`config.mk`:
```
export PLATFORM = sky130hd
export DESIGN_NAME = bus_source_ctrl_flat
export DESIGN_NICKNAME = d
export VERILOG_FILES = /design/src/rtl/bus_source_if.sv /design/src/rtl/bus_source_ctrl.sv /design/src/flat_wrapper.sv
export SDC_FILE = /design/constraint.sdc
export NUM_CORES = 1
export LEC_CHECK = 0
export CAP_MARGIN = 20
export CELL_PAD_IN_SITES_DETAIL_PLACEMENT = 0
export CELL_PAD_IN_SITES_GLOBAL_PLACEMENT = 2
export CORE_MARGIN = 2
export CORE_UTILIZATION = 23
export DETAILED_ROUTE_END_ITERATION = 10
export GPL_ROUTABILITY_DRIVEN = 0
export HOLD_SLACK_MARGIN = 0.1
export PLACE_DENSITY = 0.87
export RECOVER_POWER = 50
export REMOVE_ABC_BUFFERS = 1
export SYNTH_ARGS = -nofsm -noshare
export SYNTH_HDL_FRONTEND = slang
export SYNTH_SLANG_ARGS = --single-unit
```
`constraint.sdc`:
```
create_clock -name clk -period 2.2 [get_ports clk]
set_input_delay 0.44 -clock clk [delete_from_list [all_inputs] [get_ports clk]]
set_output_delay 0.44 -clock clk [all_outputs]
set_load 0.01 [all_outputs]
```
`src/rtl/bus_source_if.sv`:
```
// Command and bus signal bundle for bus_source_ctrl.
// master: the command sender / bus observer; slave: the controller itself.
interface bus_source_if #(
  parameter int unsigned N_SRC = 4,
  parameter int unsigned N_DST = 4,
  parameter int unsigned DEPTH = 4
) ();
  localparam int unsigned SrcW = (N_SRC > 1) ? $clog2(N_SRC) : 1;
  localparam int unsigned DstW = (N_DST > 1) ? $clog2(N_DST) : 1;
  localparam int unsigned CntW = $clog2(DEPTH) + 1;

  logic                  cmd_valid;
  logic                  cmd_ready;
  logic [SrcW-1:0]       cmd_src;
  logic [DstW-1:0]       cmd_dst;
  logic [N_SRC*16-1:0]   src_data;
  logic [15:0]           bus;
  logic                  bus_drive;
  logic [N_DST-1:0]      load;
  logic                  xfer_done;
  logic                  busy;
  logic [CntW-1:0]       fifo_count;

  modport master (
    output cmd_valid, cmd_src, cmd_dst, src_data,
    input  cmd_ready, bus, bus_drive, load, xfer_done, busy, fifo_count
  );

  modport slave (
    input  cmd_valid, cmd_src, cmd_dst, src_data,
    output cmd_ready, bus, bus_drive, load, xfer_done, busy, fifo_count
  );
endinterface

```
`src/rtl/bus_source_ctrl.sv`:
```
// Internal bus write-side controller: queues {src, dst} transfer commands, drives the
// selected source word onto the bus for HOLD settle cycles, then pulses the one-hot load
// line of the destination for one cycle. Back-to-back transfers have no idle gap.
module bus_source_ctrl #(
  parameter int unsigned N_SRC = 4,
  parameter int unsigned N_DST = 4,
  parameter int unsigned DEPTH = 4,
  parameter int unsigned HOLD  = 1
) (
  input logic         clk,
  input logic         rst_n,
  bus_source_if.slave bus_if
);
  localparam int unsigned SrcW = (N_SRC > 1) ? $clog2(N_SRC) : 1;
  localparam int unsigned DstW = (N_DST > 1) ? $clog2(N_DST) : 1;
  localparam int unsigned AW   = $clog2(DEPTH);
  localparam int unsigned CW   = AW + 1;
  localparam int unsigned HW   = $clog2(HOLD + 1);

  localparam logic [CW-1:0] FullCnt  = CW'(DEPTH);
  localparam logic [HW-1:0] HoldInit = HW'(HOLD - 1);

  typedef enum logic [1:0] {StIdle, StSetup, StLoad} state_e;

  // Command FIFO
  logic [SrcW-1:0] fifo_src_q [DEPTH];
  logic [DstW-1:0] fifo_dst_q [DEPTH];
  logic [AW-1:0]   wr_ptr_q, wr_ptr_d;
  logic [AW-1:0]   rd_ptr_q, rd_ptr_d;
  logic [CW-1:0]   count_q, count_d;
  logic            full, empty, push, pop;

  // Transfer FSM and registered outputs
  state_e          state_q, state_d;
  logic [HW-1:0]   hold_q, hold_d;
  logic [DstW-1:0] dst_q, dst_d;
  logic [15:0]     bus_q, bus_d;
  logic            drive_q, drive_d;
  logic [N_DST-1:0] load_q, load_d;
  logic            done_q, done_d;

  logic [SrcW-1:0]  head_src;
  logic [DstW-1:0]  head_dst;
  logic [15:0]      head_word;
  logic [N_DST-1:0] dst_onehot;

  assign full     = (count_q == FullCnt);
  assign empty    = (count_q == '0);
  assign push     = bus_if.cmd_valid && !full;
  assign head_src = fifo_src_q[rd_ptr_q];
  assign head_dst = fifo_dst_q[rd_ptr_q];

  // Source word of the FIFO head; unmatched (out-of-range) indices read as zero.
  always_comb begin
    head_word = '0;
    for (int i = 0; i < int'(N_SRC); i++) begin
      if (head_src == SrcW'(i)) head_word = bus_if.src_data[16*i +: 16];
    end
  end

  // One-hot decode of the latched destination; out-of-range leaves all lines low.
  always_comb begin
    dst_onehot = '0;
    for (int i = 0; i < int'(N_DST); i++) begin
      dst_onehot[i] = (dst_q == DstW'(i));
    end
  end

  // FIFO pointer and occupancy next-state.
  always_comb begin
    wr_ptr_d = push ? wr_ptr_q + AW'(1) : wr_ptr_q;
    rd_ptr_d = pop  ? rd_ptr_q + AW'(1) : rd_ptr_q;
    count_d  = count_q + CW'(push) - CW'(pop);
  end

  // FIFO storage; contents need no reset since occupancy gates every read.
  always_ff @(posedge clk) begin
    if (push) begin
      fifo_src_q[wr_ptr_q] <= bus_if.cmd_src;
      fifo_dst_q[wr_ptr_q] <= bus_if.cmd_dst;
    end
  end

  // FIFO control registers with synchronous reset.
  always_ff @(posedge clk) begin
    if (!rst_n) begin
      wr_ptr_q <= '0;
      rd_ptr_q <= '0;
      count_q  <= '0;
    end else begin
      wr_ptr_q <= wr_ptr_d;
      rd_ptr_q <= rd_ptr_d;
      count_q  <= count_d;
    end
  end

  // Transfer sequencing: a pop happens from IDLE or from the LOAD cycle so transfers chain.
  always_comb begin
    state_d = state_q;
    hold_d  = hold_q;
    dst_d   = dst_q;
    bus_d   = bus_q;
    drive_d = drive_q;
    load_d  = '0;
    done_d  = 1'b0;
    pop     = 1'b0;
    unique case (state_q)
      StIdle, StLoad: begin
        if (!empty) begin
          pop     = 1'b1;
          dst_d   = head_dst;
          bus_d   = head_word;
          drive_d = 1'b1;
          hold_d  = HoldInit;
          state_d = StSetup;
        end else begin
          bus_d   = '0;
          drive_d = 1'b0;
          state_d = StIdle;
        end
      end
      StSetup: begin
        if (hold_q == '0) begin
          load_d  = dst_onehot;
          done_d  = 1'b1;
          state_d = StLoad;
        end else begin
          hold_d = hold_q - HW'(1);
        end
      end
      default: begin
        bus_d   = '0;
        drive_d = 1'b0;
        state_d = StIdle;
      end
    endcase
  end

  // FSM state and registered outputs; reset aborts any transfer in flight.
  always_ff @(posedge clk) begin
    if (!rst_n) begin
      state_q <= StIdle;
      hold_q  <= '0;
      dst_q   <= '0;
      bus_q   <= '0;
      drive_q <= 1'b0;
      load_q  <= '0;
      done_q  <= 1'b0;
    end else begin
      state_q <= state_d;
      hold_q  <= hold_d;
      dst_q   <= dst_d;
      bus_q   <= bus_d;
      drive_q <= drive_d;
      load_q  <= load_d;
      done_q  <= done_d;
    end
  end

  assign bus_if.cmd_ready  = !full;
  assign bus_if.bus        = bus_q;
  assign bus_if.bus_drive  = drive_q;
  assign bus_if.load       = load_q;
  assign bus_if.xfer_done  = done_q;
  assign bus_if.busy       = (state_q != StIdle) || !empty;
  assign bus_if.fifo_count = count_q;
endmodule
```
`src/flat_wrapper.sv`:
```
// flat-port wrapper written by rule: the top's interface ports become plain ports
module bus_source_ctrl_flat 
#(
  parameter int unsigned N_SRC = 4,
  parameter int unsigned N_DST = 4,
  parameter int unsigned DEPTH = 4,
  parameter int unsigned HOLD  = 1
)
  (clk, rst_n, bus_if_cmd_valid, bus_if_cmd_src, bus_if_cmd_dst, bus_if_src_data, bus_if_cmd_ready, bus_if_bus, bus_if_bus_drive, bus_if_load, bus_if_xfer_done, bus_if_busy, bus_if_fifo_count);
  bus_source_if #(.N_SRC(N_SRC), .N_DST(N_DST), .DEPTH(DEPTH)) bus_if_i ();
  input logic clk;
  input logic rst_n;
  input wire logic [$bits(bus_if_i.cmd_valid)-1:0] bus_if_cmd_valid;
  input wire logic [$bits(bus_if_i.cmd_src)-1:0] bus_if_cmd_src;
  input wire logic [$bits(bus_if_i.cmd_dst)-1:0] bus_if_cmd_dst;
  input wire logic [$bits(bus_if_i.src_data)-1:0] bus_if_src_data;
  output wire logic [$bits(bus_if_i.cmd_ready)-1:0] bus_if_cmd_ready;
  output wire logic [$bits(bus_if_i.bus)-1:0] bus_if_bus;
  output wire logic [$bits(bus_if_i.bus_drive)-1:0] bus_if_bus_drive;
  output wire logic [$bits(bus_if_i.load)-1:0] bus_if_load;
  output wire logic [$bits(bus_if_i.xfer_done)-1:0] bus_if_xfer_done;
  output wire logic [$bits(bus_if_i.busy)-1:0] bus_if_busy;
  output wire logic [$bits(bus_if_i.fifo_count)-1:0] bus_if_fifo_count;
  assign bus_if_i.cmd_valid = bus_if_cmd_valid;
  assign bus_if_i.cmd_src = bus_if_cmd_src;
  assign bus_if_i.cmd_dst = bus_if_cmd_dst;
  assign bus_if_i.src_data = bus_if_src_data;
  assign bus_if_cmd_ready = bus_if_i.cmd_ready;
  assign bus_if_bus = bus_if_i.bus;
  assign bus_if_bus_drive = bus_if_i.bus_drive;
  assign bus_if_load = bus_if_i.load;
  assign bus_if_xfer_done = bus_if_i.xfer_done;
  assign bus_if_busy = bus_if_i.busy;
  assign bus_if_fifo_count = bus_if_i.fifo_count;
  bus_source_ctrl #(.N_SRC(N_SRC), .N_DST(N_DST), .DEPTH(DEPTH), .HOLD(HOLD)) u_core (.clk(clk), .rst_n(rst_n), .bus_if(bus_if_i));
endmodule
```
---- Yosys cells after proc, flatten, opt, wreduce, memory -nomap -nowiden ----
Memory sizes are Yosys's and may differ from the RTL's. A register that Yosys moved wholly into a read port is not among the register bits.
Index checks and enable logic that the tools add are counted.
storage, ports and cells
  memory bits (writable) .................. 16
  logic and storage cells ................. 66
  ROM bits ................................ 0
  memories ................................ 2
  flip-flop bits (word level) ............. 32
  output and inout port bits .............. 27
  input bits .............................. 71
  bits in latches ......................... 0
memories
  name               words  bits a word  rd ports  clocked after memory_dff  wr ports  line                   text
  u_core.fifo_dst_q  4      2            1         1                         1         bus_source_ctrl.sv:27  logic [DstW-1:0] fifo_dst_q [DEPTH];
  u_core.fifo_src_q  4      2            1         1                         1         bus_source_ctrl.sv:26  logic [SrcW-1:0] fifo_src_q [DEPTH];
operators by class
  multipliers ............................. 0
  shift-type cells ........................ 0
  $add $sub $neg .......................... 5
  div/mod/pow operators ................... 0
  bitwise gates (word level) .............. 3
  multiplexer cells ....................... 20
  reductions and logical operators ........ 16
  magnitude comparators ................... 0
  equal/unequal tests ..................... 11
operators with widths
  cell                 number
  $mux 16              5
  $pmux 16 s2          1
  $eq 2x2->1 const B   5
  $mux 1               8
  $eq 2x1->1 const B   3
  $logic_not 2->1      3
  $mux 2               3
  $reduce_and 2->1     3
  $add 2x1->2 const B  2
  $ne 2x2->1 const B   2
  $pmux 1 s2           2
  $pmux 2 s2           1
  $reduce_bool 2->1    2
  $add 3x1->3          1
  $eq 3x3->1 const B   1
  $logic_not 1->1      3
  $logic_not 3->1      1
  $not 1->1            3
  $reduce_or 3->1      1
  $sub 3x1->3          1
  $reduce_or 2->1      1
  $logic_and 1x1->1    1
  $logic_or 1x1->1     1
  $sub 1x1->1 const B  1

---- Longest topological paths before layout ----
Gate-level depths: netlist of the first run.
  depth in word-level cells ............... 7
  depth in mapped cells ................... 9
  gate-level depth less buffers ........... 9

---- Least setup slack after synthesis of the first run ----
Ideal clock, no wire load.
  kind .................................... register -> register
  start point ............................. register u_core.count_q[0] (netlist: u_core.bus_if.fifo_count[0])
  end point ............................... register u_core.count_q[2] (netlist: u_core.bus_if.fifo_count[2])
  path slack .............................. -0.043 ns
  data arrival time ....................... 2.128 ns
  period minus slack after synthesis ...... 2.243 ns
  data required time ...................... 2.085 ns
  buffers on the path ..................... 0
  library setup time ...................... 0.115 ns
  stages on the path, launching flop included .. 10
  cell sequence ........................... dfxtp_1 nor3_1 nor2_1 ha_1 inv_1 ha_1 fa_1 xnor2_1 xnor2_1 and2_1
between the ends
  word-level cells in the longest chain between the ends .. 5
  elaborated cells between the ends (all ways) .. 8
  classes of those cells .................. add/sub (2); eq/ne (1); mux (2); reduce/logical (3)
ends and longest elaborated chain
  element                 line                   text
  start, declared         bus_source_ctrl.sv:30  logic [CW-1:0] count_q, count_d;
  start signal, assigned  bus_source_ctrl.sv:93  count_q <= count_d;
  $eq 3x3->1              bus_source_ctrl.sv:47  assign full = (count_q == FullCnt);
  $logic_not 1->1         bus_source_ctrl.sv:49  assign push = bus_if.cmd_valid && !full;
  $logic_and 1x1->1       bus_source_ctrl.sv:49
  $add 3x1->3             bus_source_ctrl.sv:73  count_d = count_q + CW'(push) - CW'(pop);
  $sub 3x1->3 (*)         bus_source_ctrl.sv:73
Mark *: on every way between the ends. The rest lies on a longest branch, timed or not.
A chain may end at the register's enable or synchronous reset.

---- Worst setup path in the final report of the first run ----
  start point ............................. register u_core.count_q[2] (netlist: u_core.bus_if.fifo_count[2])
  end point ............................... output port bus_if_cmd_ready
between the ends
  word-level cells in the longest chain between the ends .. 2
ends and longest elaborated chain
  element          line                    text
  $eq 3x3->1       bus_source_ctrl.sv:47
  $logic_not 1->1  bus_source_ctrl.sv:160  assign bus_if.cmd_ready = !full;
  end, declared    flat_wrapper.sv:17      output wire logic [$bits(bus_if_i.cmd_ready)-1:0] bus_if_cmd_ready;
No other way between the ends.

==> results.txt, run 1 <==
----------------------------------------------------
[Power]
  Power density cells ... 1040 mW/mm^2
  Leakage power summed over all cells ... between 1 and 1.5 nW
  Maximum resistive drop on vdd ... 360 uV

[Layout]
  Most common cell after layout, fill and taps aside ... sky130_fd_sc_hd__clkdlybuf4s50_1
  Final-layout fill cell count ... slightly below 1000
  Final Net Count ... roughly 380
  Combined area of the multi-input logic cells ... 993 sq um
  Area growth from synthesis to final layout ... 55.8%
  Ant. Diodes ... 0
  Register area ... 0.00118 sq mm
  Layout cells sized above 1 ... under 10%
  Most used cells in the layout excluding fill and tap cells ... sky130_fd_sc_hd__clkdlybuf4s50_1 (91), sky130_fd_sc_hd__dfxtp_1 (33), sky130_fd_sc_hd__mux2i_1 (32), sky130_fd_sc_hd__nand2_1 (18), sky130_fd_sc_hd__edfxtp_1 (16)

[Routing]
  WL per Instance ... 12.9 microns
  Iteration-0 DRC Markers ... 34
  Aggregate routed wire length ... ~5.6 mm
  Number of nets still failing antenna checks after routing ... 0
  Length of the first detailed-routing pass in iterations ... 4
  Remaining DRCs ... 0
  Via count ... between 1500 and 2000
  Detail-routed via count per cell ... 4.24

[Worst setup path]
  Critical Path Sink Type ... output port
  Delay of the slowest critical-path stage ... approximately 470 ps
  Ordered list of cells on the worst path ... nor3b_2 -> buf_4 -> inv_1 -> clkdlybuf4s50_1
  WP data arrival ... 1660 ps
  Data required time at the worst endpoint ... 1760 ps
  Type of origin of the critical path ... flip-flop
  Critical path type ... reg2out
  CP max FO ... 5
  Cell family with the largest share of critical-path delay ... buffers and inverters
  Slowest stage cell, crit path ... sky130_fd_sc_hd__clkdlybuf4s50_1
  Number of buffers and inverters on the critical path ... 3

[Min path]
  Hold/Removal Path Class ... reg2reg

[Status]
  Run status ... finished clean

[Synthesis]
  Sequential element share of the synthesized area ... between 50% and 60%
  Average cell area after synthesis ... 11.7 sq um
  Flops & latches, synth ... 51
  Share of the synthesized area in the top cell type ... around 31%
  Warning count from the yosys run ... 0
  Count of distinct cell types in the synthesized netlist ... 30
  Cells after synthesis ... 193
  Post-synthesis cell type with the largest combined area ... sky130_fd_sc_hd__dfxtp_1
  Combined area of all synthesized cells ... between 0.002 and 0.0025 sq mm
  Main area contributors after synthesis ... sky130_fd_sc_hd__dfxtp_1 (31%), sky130_fd_sc_hd__edfxtp_1 (21%), sky130_fd_sc_hd__mux2i_1 (14%)

[STA]
  RSZ-0062 raised after global routing ... false
  Clock period minus final worst setup slack ... 2100 ps
  Slew of the pin with the lowest slew margin ... 533 ps
  Number of endpoints failing setup at the final stage ... 0
  Final count of hold timing violations ... 0
  Clock Skews ... ~5.7 ps
  Fin crit share ... 95.6%
  Worst setup slack after layout ... 96.9 ps
  Worst slew margin relative to its limit ... between 60 and 70%
  Post-Route Setup TNS ... 0 ps
  Max-slew violations ... 0
  Hold Slack ... 467 ps
  Maximum clock frequency ... 475 MHz

[Clock tree]
  CTS tree ... built
  Clock insertion delay at the later pin of the skew report ... 300 ps
  Buffer depth of the longest clock path ... 2
  Clock slew seen by the registers of the worst setup and hold paths ... 90 ps
  Total clock buffers created by CTS ... 5
  Clk Tree Root Cell ... sky130_fd_sc_hd__clkbuf_8
  Number of sinks driven by the clock tree ... 51
  Maximum level of the CTS H-tree ... 2

[Floorplan]
  Die area ... about 0.011 sq mm
  Overall die width ... 103 microns
  Number of placement rows ... 36
  Die height ... 103 microns
  Top-level port count ... 98
  Core region area ... between 0.009 and 0.01 sq mm
  Initial cell density of the core ... around a quarter

[Placed design]
  Placement Setup Slack ... between 70 and 80 ps
  PortBufs ... 97
  Post-DP HPWL ... 4.24 mm

[GRT]
  Number of global-route vias before repair ... between 1500 and 2000
  Sum of overflow across all layers after global routing ... 0
  Wire length of the first global-routing pass ... around 8.5 mm
  Pin count of the biggest net entering global routing ... 33
  Initial antenna violation count ... 0
  Total Routing Usage GR ... 10.3%

[Flow run]
  Max-cap violations ... 0

----------------------------------------------------
==> worst reg2reg max path: cells and delay by family (launching register included) <==
family,cells,cell delay [ps]
fa+ha+maj,3,820
xor+xnor,2,260
simple gates,3,400
flops,1,360
buf+inv,1,40
==> sequential cells by signal, summed over array words and instances (netlist names), named ones only <==
name                      flops
u_core.fifo_src_q             8
u_core.wr_ptr_q               2
u_core.rd_ptr_q               2
u_core.bus_if.bus_drive       1
u_core.bus_if.fifo_count      3
u_core.bus_if.bus            16
u_core.fifo_dst_q             8
u_core.state_q                2
u_core.bus_if.load            4
u_core.bus_if.xfer_done       1
u_core.dst_q                  2
==> cells by family after synthesis <==
family,share of synthesized area [%]
buf+inv,4.05
compound gates,9.82
mux,18.4
flops,52.4
simple gates,10.4
xor+xnor,0.777
fa+ha+maj,4.22
==> path summary, 6_finish.rpt <==
check / from / end / slack (ps) / depth (start not counted)
min reg2reg: u_core.bus_if.bus_drive$_SDFFE_PN0N_ / u_core.bus_if.bus_drive$_SDFFE_PN0N_ / 470 / 1
max: u_core.bus_if.fifo_count[2]$_SDFF_PN0_ / bus_if_cmd_ready / 100 / 4
min: u_core.bus_if.bus_drive$_SDFFE_PN0N_ / u_core.bus_if.bus_drive$_SDFFE_PN0N_ / 470 / 1
max reg2reg: u_core.bus_if.fifo_count[0]$_SDFF_PN0_ / u_core.bus_if.fifo_count[2]$_SDFF_PN0_ / 220 / 9
==> cell usage after synthesis (all sizes together) <==
library cell  number
mux2i             32
and3b              2
or3                2
clkinv             1
mux4               4
nor3               2
inv               10
nor2               4
nor3b              2
and3               5
ha                 6
a21o               1
nand2             18
o21ai              5
o221ai            16
nand3              5
dfxtp             35
fa                 1
clkbuf             5
a21oi              7
o31ai              1
edfxtp            16
xnor2              2
nand4              1
or4                2
and2               3
buf                5
==> cell type report <==
cell class	count	area share, %
Timing Repair Buffer	108	29.5
Multi-Input combinational cell	121	28.3
Inverter	11	1.18
Tap cell	133	4.74
Clock inverter	2	0.321
Sequential cell	51	33.7
Clock buffer	6	2.35
==> metrics by stage <==
stage	std cells	total power [mW]	instance area [sq um]	util, %
2_1_floorplan	183	2.39	2200	-
3_3_place_gp	424	3.17	3420	35.5
5_1_grt	432	3.96	3510	36.4
3_5_place_dp	424	3.17	3420	35.5
6_report	432	3.67	3510	36.4
4_1_cts	432	3.74	3520	36.6
==> power by group <==
group	switching, mW	total, mW	internal, mW
sequential	0.170	1.40	1.23
combinational	0.764	1.71	0.949
clock	0.297	0.549	0.252
total	1.23	3.67	2.43
==> layer usage <==
| layer | GRT usage [%] | routed length [microns] | vias up | part of all wire (%) |
|---|---|---|---|---|
| met5 | 0 | 0 | - | 0 |
| met4 | 2.83 | 45 | 0 | 0.81 |
| met3 | 3.32 | 537 | 4 | 9.7 |
| met2 | 18.0 | 2480 | 71 | 45 |
| met1 | 12.3 | 2500 | 836 | 45 |
| li1 | - | - | 921 | - |
==> timing repair <==
item	CTS	global route
gates resized for setup	3	3
buffers inserted	0	0
hold buffers	0	0
endpoints found under the setup margin	2	1
Power figures use the tool's default switching activity.
==> run 2: changes to the inputs <==
- CAP_MARGIN: 20 -> 10
==> results of run 2 <==
Final layout, timing and power as in run 1 (identical DEF).
==> run 3: changes to the inputs <==
- SETUP_SLACK_MARGIN: unset -> 0.15
==> run 3 against run 2 <==
  * Routed wire length about the same
  * Largest cell class unchanged
  * Combinational power barely moved
  * Critical path type unchanged
  * Sequential cell count is the same
  * Critical endpoint unchanged
==> results.txt, run 3 (synthesis results as in run 1) <==
----------------------------------------------------
[Power]
  Design Power ... 3.66 mW (about the same)
  Power density cells ... 1040 mW/mm^2 (about the same)
  Cell internal pwr ... 2.43 mW (-0.16%)
  Net switching power of the design ... 1.23 mW (about the same)
  Switching power as a share of total power ... 33.6% (+0.044 points)
  Part of the total power dissipated in combinational logic ... 46.7% (about the same)
  Maximum resistive drop on vdd ... 362 uV (+0.77%)
  Leakage power summed over all cells ... 1.35 nW (about the same)
  Part of the total power dissipated in sequential elements ... 38.3% (about the same)
  Part of the power in the clock network ... 15.0% (about the same)

[STA]
  Final count of hold timing violations ... 0 (unchanged)
  Hold Slack ... 467 ps (unchanged)
  Clock Skews ... 5.71 ps (+0.00209 ps)
  Clock period minus final worst setup slack ... 2050 ps (-57.6 ps)
  Worst slew margin relative to its limit ... 64.5% (unchanged)
  Slew of the pin with the lowest slew margin ... 533 ps (unchanged)
  Worst setup slack after layout ... 154 ps (+57.6 ps)
  Max-slew violations ... 0 (unchanged)
  Fin crit share ... 93.0% (-2.6 points)
  Number of endpoints failing setup at the final stage ... 0 (unchanged)
  Post-Route Setup TNS ... 0 ps (unchanged)
  Maximum clock frequency ... 489 MHz (+2.8%)
  RSZ-0062 raised after global routing ... true

[Placed design]
  Post-DP HPWL ... 4.24 mm (unchanged)
  PortBufs ... 97 (unchanged)
  Placement Setup Slack ... 74.8 ps (unchanged)

[Floorplan]
  Overall die width ... 103 microns (unchanged)
  Core region area ... 0.00964 sq mm (unchanged)
  Top-level port count ... 98 (unchanged)
  Die height ... 103 microns (unchanged)
  Number of placement rows ... 36 (unchanged)
  Die area ... 0.0106 sq mm (unchanged)
  Initial cell density of the core ... 23.4% (unchanged)

[Worst setup path]
  Slowest stage cell, crit path ... sky130_fd_sc_hd__clkdlybuf4s50_1
  Critical Path Sink Type ... output port
  Delay of the slowest critical-path stage ... 470 ps (about the same)
  WP data arrival ... 1610 ps (-50 ps)
  Data required time at the worst endpoint ... 1760 ps (about the same)
  Type of origin of the critical path ... flip-flop
  Ordered list of cells on the worst path ... nor3b_2 -> clkbuf_4 -> inv_1 -> clkdlybuf4s50_1
  Critical path type ... reg2out
  Number of buffers and inverters on the critical path ... 3 (unchanged)
  Cell family with the largest share of critical-path delay ... buffers and inverters
  CP max FO ... 5 (unchanged)

[GRT]
  Initial antenna violation count ... 0 (unchanged)
  Total Routing Usage GR ... 10.3% (unchanged)
  Number of global-route vias before repair ... 1820 (unchanged)
  Sum of overflow across all layers after global routing ... 0 (unchanged)
  Pin count of the biggest net entering global routing ... 33 (unchanged)
  Wire length of the first global-routing pass ... 8.50 mm (unchanged)

[Clock tree]
  Clock slew seen by the registers of the worst setup and hold paths ... 90 ps (about the same)
  CTS tree ... built
  Maximum level of the CTS H-tree ... 2 (unchanged)
  Clock insertion delay at the later pin of the skew report ... 300 ps (about the same)
  Buffer depth of the longest clock path ... 2 (unchanged)
  Hold_buf cts ... 0 (unchanged)
  Number of sinks driven by the clock tree ... 51 (unchanged)
  Total clock buffers created by CTS ... 5 (unchanged)
  Clk Tree Root Cell ... sky130_fd_sc_hd__clkbuf_8

[Layout]
  Layout cells sized above 1 ... 8.36% (+0.33 points)
  Final Net Count ... 376 (unchanged)
  Final-layout fill cell count ... 979 (+0.20%)
  Final cell utilization of the core ... 36.4% (-0.039 points)
  Ant. Diodes ... 0 (unchanged)
  Most common cell after layout, fill and taps aside ... sky130_fd_sc_hd__clkdlybuf4s50_1
  Area growth from synthesis to final layout ... 55.7%
  Most used cells in the layout excluding fill and tap cells ... sky130_fd_sc_hd__clkdlybuf4s50_1 (91), sky130_fd_sc_hd__dfxtp_1 (33), sky130_fd_sc_hd__mux2i_1 (32), sky130_fd_sc_hd__nand2_1 (18), sky130_fd_sc_hd__edfxtp_1 (16)
  Number of flip-flops under the largest register name ... 16 (unchanged)

[Routing]
  Remaining DRCs ... 0 (unchanged)
  WL per Instance ... 12.9 microns (about the same)
  Aggregate routed wire length ... 5.57 mm (about the same)
  Via count ... 1835 (+0.16%)
  Number of nets still failing antenna checks after routing ... 0 (unchanged)
  Length of the first detailed-routing pass in iterations ... 4 (unchanged)
  Detail-routed via count per cell ... 4.25 (+0.16%)
  Iteration-0 DRC Markers ... 35 (+2.9%)

[Status]
  Run status ... finished clean

[Flow run]
  Max-cap violations ... 0 (unchanged)

[Min path]
  Hold/Removal Path Class ... reg2reg

----------------------------------------------------
==> run 3: changes by cell type in the layout (fill, tap and decap cells not counted), sizes merged <==
cell,delta
buf,-1
clkbuf,+2
dlygate4sd2,-1
==> run 3: final timing paths <==
path	startpoint	to	slack, ps	cells past startpoint
setup / recovery	u_core.bus_if.fifo_count[2]$_SDFF_PN0_	bus_if_cmd_ready	150	4
hold / removal	u_core.bus_if.bus_drive$_SDFFE_PN0N_	u_core.bus_if.bus_drive$_SDFFE_PN0N_	470	1
setup reg to reg	u_core.bus_if.fifo_count[1]$_SDFF_PN0_	u_core.bus_if.fifo_count[2]$_SDFF_PN0_	210	9
hold reg to reg	u_core.bus_if.bus_drive$_SDFFE_PN0N_	u_core.bus_if.bus_drive$_SDFFE_PN0N_	470	1
==> run 3: power groups by stage <==
stage               combinational [mW]  clock [mW]  sequential, mW
floorplan                        0.918           0            1.48
global placement                  1.76           0            1.41
detailed placement                1.75           0            1.42
CTS                               1.77       0.579            1.41
global route                      1.89       0.619            1.44
finish                            1.71       0.549            1.40
==> run 3: through the flow <==
stage                     std cells  area (sq um)
after floorplan                 183          2200
after global placement          424          3420
after detailed placement        424          3420
after CTS                       432          3530
after global routing            432          3510
final                           432          3510
==> run 3: layout make-up <==
type / count / area (sq um) / share of cell area (%)
Tap cell: 133 / 166 / 4.74
Clock buffer: 6 / 82.6 / 2.35
Timing Repair Buffer: 108 / 1030 / 29.4
Multi-Input combinational cell: 121 / 993 / 28.3
Clock inverter: 2 / 11.3 / 0.321
Sequential cell: 51 / 1180 / 33.7
Inverter: 11 / 41.3 / 1.18
==> run 3: worst reg2reg max path, delay by kind of cell, from the launching register on <==
family / cells / cell delay (ps)
adders and majority gates: 3 / 820
buffers and inverters: 1 / 40
and+or+nand+nor: 3 / 390
xor gates and xnor gates: 2 / 260
DFF: 1 / 380
==> run 3: routing by layer <==
metal	part of all wire, %	up-vias	global-route usage [%]
met5	0	-	0
met4	0.81	0	2.83
met3	9.6	4	3.32
met1	45	839	12.3
li1	-	921	-
met2	45	71	18.0
==> run 3: timing repair <==
action / CTS / global route
setup endpoints to repair: 3 / 3
buffers inserted: 0 / 0
gates resized for setup: 7 / 2
